<file path="src/rtl/instr_encoder_if.sv">
// Request and write-port bundle for the MIPS instruction encoder.
// master = program loader / bench side, slave = encoder side.
interface instr_encoder_if #(
  parameter int ADDR_W = 8
);
  logic              start_i;
  logic              req_valid_i;
  logic              req_ready_o;
  logic [3:0]        req_op_i;
  logic [4:0]        req_rs_i;
  logic [4:0]        req_rt_i;
  logic [4:0]        req_rd_i;
  logic [15:0]       req_imm_i;
  logic [25:0]       req_target_i;
  logic              wr_valid_o;
  logic              wr_ready_i;
  logic [ADDR_W-1:0] wr_addr_o;
  logic [31:0]       wr_data_o;
  logic              err_o;
  logic [15:0]       wr_count_o;

  modport master (
    output start_i, req_valid_i, req_op_i, req_rs_i, req_rt_i, req_rd_i,
           req_imm_i, req_target_i, wr_ready_i,
    input  req_ready_o, wr_valid_o, wr_addr_o, wr_data_o, err_o, wr_count_o
  );

  modport slave (
    input  start_i, req_valid_i, req_op_i, req_rs_i, req_rt_i, req_rd_i,
           req_imm_i, req_target_i, wr_ready_i,
    output req_ready_o, wr_valid_o, wr_addr_o, wr_data_o, err_o, wr_count_o
  );
endinterface

</file>
<file path="src/rtl/instr_encoder.sv">
// MIPS instruction encoder: turns field-level requests into 32-bit words and
// queues them, with an auto-incrementing word address, in a 2-entry buffer
// toward instruction memory. The buffer is a shift structure so the head
// entry always lives in one register and drives the write port directly.
module instr_encoder #(
  parameter int          ADDR_W    = 8,
  parameter int unsigned BASE_ADDR = 0
) (
  input logic            clk_i,
  input logic            rst_i,
  instr_encoder_if.slave bus
);

  typedef enum logic [3:0] {
    OP_ADD  = 4'd0,  OP_SUB  = 4'd1,  OP_AND  = 4'd2,  OP_OR   = 4'd3,
    OP_SLT  = 4'd4,  OP_LW   = 4'd5,  OP_SW   = 4'd6,  OP_BEQ  = 4'd7,
    OP_BNE  = 4'd8,  OP_ADDI = 4'd9,  OP_ANDI = 4'd10, OP_J    = 4'd11,
    OP_JAL  = 4'd12, OP_JR   = 4'd13, OP_NOP  = 4'd14, OP_ILL  = 4'd15
  } op_e;

  localparam int                EW     = ADDR_W + 32;
  localparam logic [ADDR_W-1:0] BASE_A = ADDR_W'(BASE_ADDR);

  // Field-level encoding; shamt is always zero, unused fields are ignored.
  function automatic logic [31:0] encode(
    input logic [3:0]  op,
    input logic [4:0]  rs,
    input logic [4:0]  rt,
    input logic [4:0]  rd,
    input logic [15:0] imm,
    input logic [25:0] tgt
  );
    logic [31:0] w;
    case (op_e'(op))
      OP_ADD:  w = {6'b000000, rs, rt, rd, 5'b00000, 6'b100000};
      OP_SUB:  w = {6'b000000, rs, rt, rd, 5'b00000, 6'b100010};
      OP_AND:  w = {6'b000000, rs, rt, rd, 5'b00000, 6'b100100};
      OP_OR:   w = {6'b000000, rs, rt, rd, 5'b00000, 6'b100101};
      OP_SLT:  w = {6'b000000, rs, rt, rd, 5'b00000, 6'b101010};
      OP_LW:   w = {6'b100011, rs, rt, imm};
      OP_SW:   w = {6'b101011, rs, rt, imm};
      OP_BEQ:  w = {6'b000100, rs, rt, imm};
      OP_BNE:  w = {6'b000101, rs, rt, imm};
      OP_ADDI: w = {6'b001000, rs, rt, imm};
      OP_ANDI: w = {6'b001100, rs, rt, imm};
      OP_J:    w = {6'b000010, tgt};
      OP_JAL:  w = {6'b000011, tgt};
      OP_JR:   w = {6'b000000, rs, 15'b000000000000000, 6'b001000};
      OP_NOP:  w = 32'h0000_0000;
      default: w = 32'h0000_0000;
    endcase
    return w;
  endfunction

  logic [1:0]        cnt_q,   cnt_d;
  logic [EW-1:0]     head_q,  head_d;
  logic [EW-1:0]     tail_q,  tail_d;
  logic [ADDR_W-1:0] addr_q,  addr_d;
  logic              err_q,   err_d;
  logic [15:0]       wrcnt_q, wrcnt_d;

  logic          req_ready_s;
  logic          accept_s;
  logic          legal_s;
  logic          push_s;
  logic          pop_s;
  logic [EW-1:0] new_entry_s;

  // Ready never looks at wr_ready_i, so there is no valid-to-ready loop.
  assign req_ready_s = !rst_i && !bus.start_i && (cnt_q != 2'd2);
  assign accept_s    = bus.req_valid_i && req_ready_s;
  assign legal_s     = (bus.req_op_i != OP_ILL);
  assign push_s      = accept_s && legal_s;
  assign pop_s       = (cnt_q != 2'd0) && bus.wr_ready_i && !bus.start_i;
  assign new_entry_s = {addr_q, encode(bus.req_op_i, bus.req_rs_i, bus.req_rt_i,
                                       bus.req_rd_i, bus.req_imm_i, bus.req_target_i)};

  // Next-state for buffer, address counter, error flag and handshake count.
  always_comb begin
    cnt_d   = cnt_q;
    head_d  = head_q;
    tail_d  = tail_q;
    addr_d  = addr_q;
    err_d   = err_q;
    wrcnt_d = wrcnt_q;

    if (pop_s) begin
      wrcnt_d = wrcnt_q + 16'd1;
    end else begin
      wrcnt_d = wrcnt_q;
    end

    if (bus.start_i) begin
      // Restart wins over any push or pop this cycle.
      cnt_d  = 2'd0;
      addr_d = BASE_A;
      err_d  = 1'b0;
    end else begin
      if (accept_s && !legal_s) begin
        err_d = 1'b1;
      end else begin
        err_d = err_q;
      end

      if (push_s) begin
        addr_d = addr_q + {{(ADDR_W-1){1'b0}}, 1'b1};
      end else begin
        addr_d = addr_q;
      end

      case ({push_s, pop_s})
        2'b10: begin
          if (cnt_q == 2'd0) begin
            head_d = new_entry_s;
          end else begin
            tail_d = new_entry_s;
          end
          cnt_d = cnt_q + 2'd1;
        end
        2'b01: begin
          head_d = tail_q;
          cnt_d  = cnt_q - 2'd1;
        end
        2'b11: begin
          // Only reachable with one entry held (ready is low when full).
          if (cnt_q == 2'd1) begin
            head_d = new_entry_s;
          end else begin
            head_d = tail_q;
            tail_d = new_entry_s;
          end
          cnt_d = cnt_q;
        end
        default: begin
          cnt_d = cnt_q;
        end
      endcase
    end
  end

  // State registers; reset discards buffered words immediately.
  always_ff @(posedge clk_i or posedge rst_i) begin
    if (rst_i) begin
      cnt_q   <= 2'd0;
      head_q  <= {EW{1'b0}};
      tail_q  <= {EW{1'b0}};
      addr_q  <= BASE_A;
      err_q   <= 1'b0;
      wrcnt_q <= 16'd0;
    end else begin
      cnt_q   <= cnt_d;
      head_q  <= head_d;
      tail_q  <= tail_d;
      addr_q  <= addr_d;
      err_q   <= err_d;
      wrcnt_q <= wrcnt_d;
    end
  end

  assign bus.req_ready_o = req_ready_s;
  assign bus.wr_valid_o  = (cnt_q != 2'd0);
  assign bus.wr_addr_o   = head_q[EW-1:32];
  assign bus.wr_data_o   = head_q[31:0];
  assign bus.err_o       = err_q;
  assign bus.wr_count_o  = wrcnt_q;

endmodule

</file>
<file path="src/flat_wrapper.sv">
// flat-port wrapper written by rule: the top's interface ports become plain ports
module instr_encoder_flat 
#(
  parameter int          ADDR_W    = 8,
  parameter int unsigned BASE_ADDR = 0
)
  (clk_i, rst_i, bus_start_i, bus_req_valid_i, bus_req_op_i, bus_req_rs_i, bus_req_rt_i, bus_req_rd_i, bus_req_imm_i, bus_req_target_i, bus_wr_ready_i, bus_req_ready_o, bus_wr_valid_o, bus_wr_addr_o, bus_wr_data_o, bus_err_o, bus_wr_count_o);
  instr_encoder_if #(.ADDR_W(ADDR_W)) bus_i ();
  input logic clk_i;
  input logic rst_i;
  input wire logic [$bits(bus_i.start_i)-1:0] bus_start_i;
  input wire logic [$bits(bus_i.req_valid_i)-1:0] bus_req_valid_i;
  input wire logic [$bits(bus_i.req_op_i)-1:0] bus_req_op_i;
  input wire logic [$bits(bus_i.req_rs_i)-1:0] bus_req_rs_i;
  input wire logic [$bits(bus_i.req_rt_i)-1:0] bus_req_rt_i;
  input wire logic [$bits(bus_i.req_rd_i)-1:0] bus_req_rd_i;
  input wire logic [$bits(bus_i.req_imm_i)-1:0] bus_req_imm_i;
  input wire logic [$bits(bus_i.req_target_i)-1:0] bus_req_target_i;
  input wire logic [$bits(bus_i.wr_ready_i)-1:0] bus_wr_ready_i;
  output wire logic [$bits(bus_i.req_ready_o)-1:0] bus_req_ready_o;
  output wire logic [$bits(bus_i.wr_valid_o)-1:0] bus_wr_valid_o;
  output wire logic [$bits(bus_i.wr_addr_o)-1:0] bus_wr_addr_o;
  output wire logic [$bits(bus_i.wr_data_o)-1:0] bus_wr_data_o;
  output wire logic [$bits(bus_i.err_o)-1:0] bus_err_o;
  output wire logic [$bits(bus_i.wr_count_o)-1:0] bus_wr_count_o;
  assign bus_i.start_i = bus_start_i;
  assign bus_i.req_valid_i = bus_req_valid_i;
  assign bus_i.req_op_i = bus_req_op_i;
  assign bus_i.req_rs_i = bus_req_rs_i;
  assign bus_i.req_rt_i = bus_req_rt_i;
  assign bus_i.req_rd_i = bus_req_rd_i;
  assign bus_i.req_imm_i = bus_req_imm_i;
  assign bus_i.req_target_i = bus_req_target_i;
  assign bus_i.wr_ready_i = bus_wr_ready_i;
  assign bus_req_ready_o = bus_i.req_ready_o;
  assign bus_wr_valid_o = bus_i.wr_valid_o;
  assign bus_wr_addr_o = bus_i.wr_addr_o;
  assign bus_wr_data_o = bus_i.wr_data_o;
  assign bus_err_o = bus_i.err_o;
  assign bus_wr_count_o = bus_i.wr_count_o;
  instr_encoder #(.ADDR_W(ADDR_W), .BASE_ADDR(BASE_ADDR)) u_core (.clk_i(clk_i), .rst_i(rst_i), .bus(bus_i));
endmodule
</file>
<file path="config.mk">
export PLATFORM = sky130hd
export DESIGN_NAME = instr_encoder_flat
export DESIGN_NICKNAME = d
export VERILOG_FILES = /design/src/rtl/instr_encoder_if.sv /design/src/rtl/instr_encoder.sv /design/src/flat_wrapper.sv
export SDC_FILE = /design/constraint.sdc
export NUM_CORES = 1
export LEC_CHECK = 0
export ABC_AREA = 1
export CORE_UTILIZATION = 35
export DETAILED_ROUTE_END_ITERATION = 8
export GPL_TIMING_DRIVEN = 0
export SLEW_MARGIN = 25
export SYNTH_ARGS = -nofsm -noshare
export SYNTH_HDL_FRONTEND = slang
export SYNTH_SLANG_ARGS = --single-unit
</file>
<file path="constraint.sdc">
create_clock -name clk_i -period 6.7 [get_ports clk_i]
set_input_delay 1.34 -clock clk_i [delete_from_list [all_inputs] [get_ports clk_i]]
set_output_delay 1.34 -clock clk_i [all_outputs]
set_load 0.02 [all_outputs]
</file>
==> impl_metrics.toml <==
[critical_path]
crit_required_ns = 5.36
cp_slowest_cell = "clkdlybuf4s50_1"
critPathArrivalTime_ns = 2.82
path_cells = "clkdlybuf4s50_1 > nor3_1 > clkdlybuf4s50_1"
worst_setup_path_end_kind = "output pin"
critical_path.max_fanout = 6
startpoint_type = "input port"
path_buf_inv = 2
crit_family = "buffers and inverters"
critPathMaxStageDelay_ns = 0.66
critPathKind = "input port to output pin"
crit_top_cell = "clkdlybuf4s50_1"

[route]
drtPass1Iterations = 5
drcViolationCount = 0
via_per_inst = 5.051
drt_iter0_drc = 308
vias = 5031
wl_um = 15190
ant_nets = 0
drt-wirelength-per-cell_um = 15.25

[global_routing]
antenna_found_initial = 0
grt_pass1_wl_um = 25110
grt_pass1_vias = 4950
overflow = 0
grtUsageTotal_pct = 20.13
grt_max_degree = 61

[clock_tree]
ctsRootBufferMaster = "clkbuf_16"
cts_resized = 0
numCtsBuffers = 9
post_cts_buffers = 0
holdBufCountCts = 0
clkSinkCount = 105
clk_pin_slew_ns = 0.07
clock_path_buffers = 2
cts_tree = "built"
clk_latency_ns = 0.36
cts_htree_levels = 3

[floorplan]
initial_core_util_pct = 36.36
row_count = 44
core-area_um2 = 14750
die_area_um2 = 15830
die_h_um = 125.8
die_w_um = 125.8
ios = 125

[yosys]
ys_async_sr_fraction_pct = 100.0
synth_compound_gate_area_share_pct = 13.39
synth-seq-cells = 105
yosys.area.top_type_share_pct = 48.97
synth_top_family_by_area = "simple AND/OR/NAND/NOR gates"
synth.cell_area_um2 = 5365
avgSynthCellArea_um2 = 7.972
yosys.area.top_type = "dfrtp_1"
synth-seq-area-share_pct = 48.97
synth_mux_area_share_pct = 0
synth_fa_ha_area_share_pct = 1.166
ys_types = 34
synth-xor-area-share_pct = 2.449
synth_edf_count = 0
syn_nets = 744
synth_area_leaders = "dfrtp_1 (49%), nand2_1 (15%), o21ai_0 (4.7%)"
postSynthCellCount = 673
synth_warnings = 0
yosys.area_share.simple_pct = 26.80
synth_flop_cell = "dfrtp_1"

[outcome]
outcome = "finished clean"

[place]
dp_hpwl_um = 11140
io_buffers = 122
dp.cells = 980
routabilityCongestion = 0.8385

[power]
power_density_nw_per_um2 = 340.5
p_total_mw = 2.441
p_leak_nw = 3.301
ir_drop_mv = 0.1395

[final_layout]
instances_no_fill = 996
syn_to_final_growth_pct = 33.61
finalNetCount = 878
final_cell_mix = "nand2_1 (211), clkdlybuf4s50_1 (122), dfrtp_1 (105)"
num_antenna_cells = 0
post-route-util_pct = 48.58
drive_above_1_share_pct = 8.621
regArea_um2 = 2628
fill_cells = 1428
multi_input_area_um2 = 2354
mostFrequentLayoutCell = "nand2_1"

[timing]
fmax_mhz = 240.2
setup_viol = 0
slew_headroom_pct = 63.35
hold_violations = 0
slew_violations = 0
rsz0062_at_grt = "no"
worst_pin_slew_ns = 0.5497
tns_ns = 0
finalCritPeriodShare_pct = 62.14
fin_skew_ns = 0.007432
min_period_ns = 4.163

[min_path]
worstHoldPathType = "flop to flop"

[run]
max_cap_violations = 0
[worst reg2reg max path, stage by stage, from the launching register on]
cell	delay (ns)
dfrtp_1	0.36
inv_1	0.10
ha_1	0.23
nor2_1	0.16
nand3_4	0.11
nor2_8	0.16
nand3_2	0.14
inv_2	0.10
clkbuf_1	0.39
o21ai_0	0.16
[flip-flops by register name, indices dropped and copies added, names as in the netlist]
signal	cells
u_core.head_q	39
u_core.tail_q	39
u_core.bus.wr_count_o	16
u_core.addr_q	8
u_core.cnt_q	2
u_core.bus.err_o	1
[cells by family (layout without fill, tap and decap cells)]
family,after synthesis,in the layout
AO/OA/AOI/OAI,137,137
XOR/XNOR,15,15
adder cells (fa/ha/maj),5,5
buffers and inverters,79,218
flip-flops,105,105
other,1,1
AND/OR/NAND/NOR,331,331
[Yosys cell counts (6+ instances only)]
| master | number |
|---|---|
| a31oi_1 | 13 |
| nand3_1 | 25 |
| nand2_1 | 211 |
| xor2_1 | 10 |
| nor2_1 | 60 |
| inv_1 | 42 |
| dfrtp_1 | 105 |
| a21oi_1 | 37 |
| o21ai_0 | 50 |
| inv_2 | 6 |
| buf_2 | 11 |
| nand4_1 | 12 |
| nand2_2 | 6 |
| buf_4 | 8 |
| o21ai_1 | 32 |
[where the power goes]
part,internal [mW],total (mW),switching (mW)
sequential,0.847,0.970,0.123
combinational,0.402,0.908,0.505
clock,0.300,0.563,0.262
total,1.55,2.44,0.891
[area by class of cell]
type	count	share of cell area [%]
multi-input combinational	489	32.83
clock inverter	7	1.309
timing repair buffer	123	17.42
inverter	50	2.758
clock buffer	9	3.142
buffer	29	2.671
tap	184	3.212
sequential	105	36.66
[per-layer routing]
metal	track usage (%)	wire length, um
met5	0	0
met4	7.229	238
met3	2.676	720
met2	34.15	7382
met1	26.38	6848
[through the flow]
step	cell area [um2]	hold slack, ns	worst slack (ns)
detailed placement	6849	0.4668	2.516
finish	7168	0.4834	2.537
CTS	7168	0.4845	2.509
floorplan	5365	0.4437	2.599
global placement	6817	0.4615	0.9326
global route	7168	0.5100	2.465
[worst paths after layout]
kind / endpoint / depth (start not counted) / slack, ns / startpoint
worst max-delay path: bus_req_ready_o / 3 / 2.54 / bus_start_i
worst min-delay path: u_core.tail_q[32] / 2 / 0.48 / u_core.tail_q[32]
worst max register to register: u_core.tail_q[14] / 9 / 4.66 / u_core.cnt_q[0]
worst min register to register: u_core.tail_q[32] / 2 / 0.48 / u_core.tail_q[32]
max in group asynchronous: u_core.head_q[39] / 3 / 4.62 / rst_i
min in group asynchronous: u_core.bus.wr_count_o[15] / 2 / 1.44 / rst_i
(Power assumes the default switching activity.)
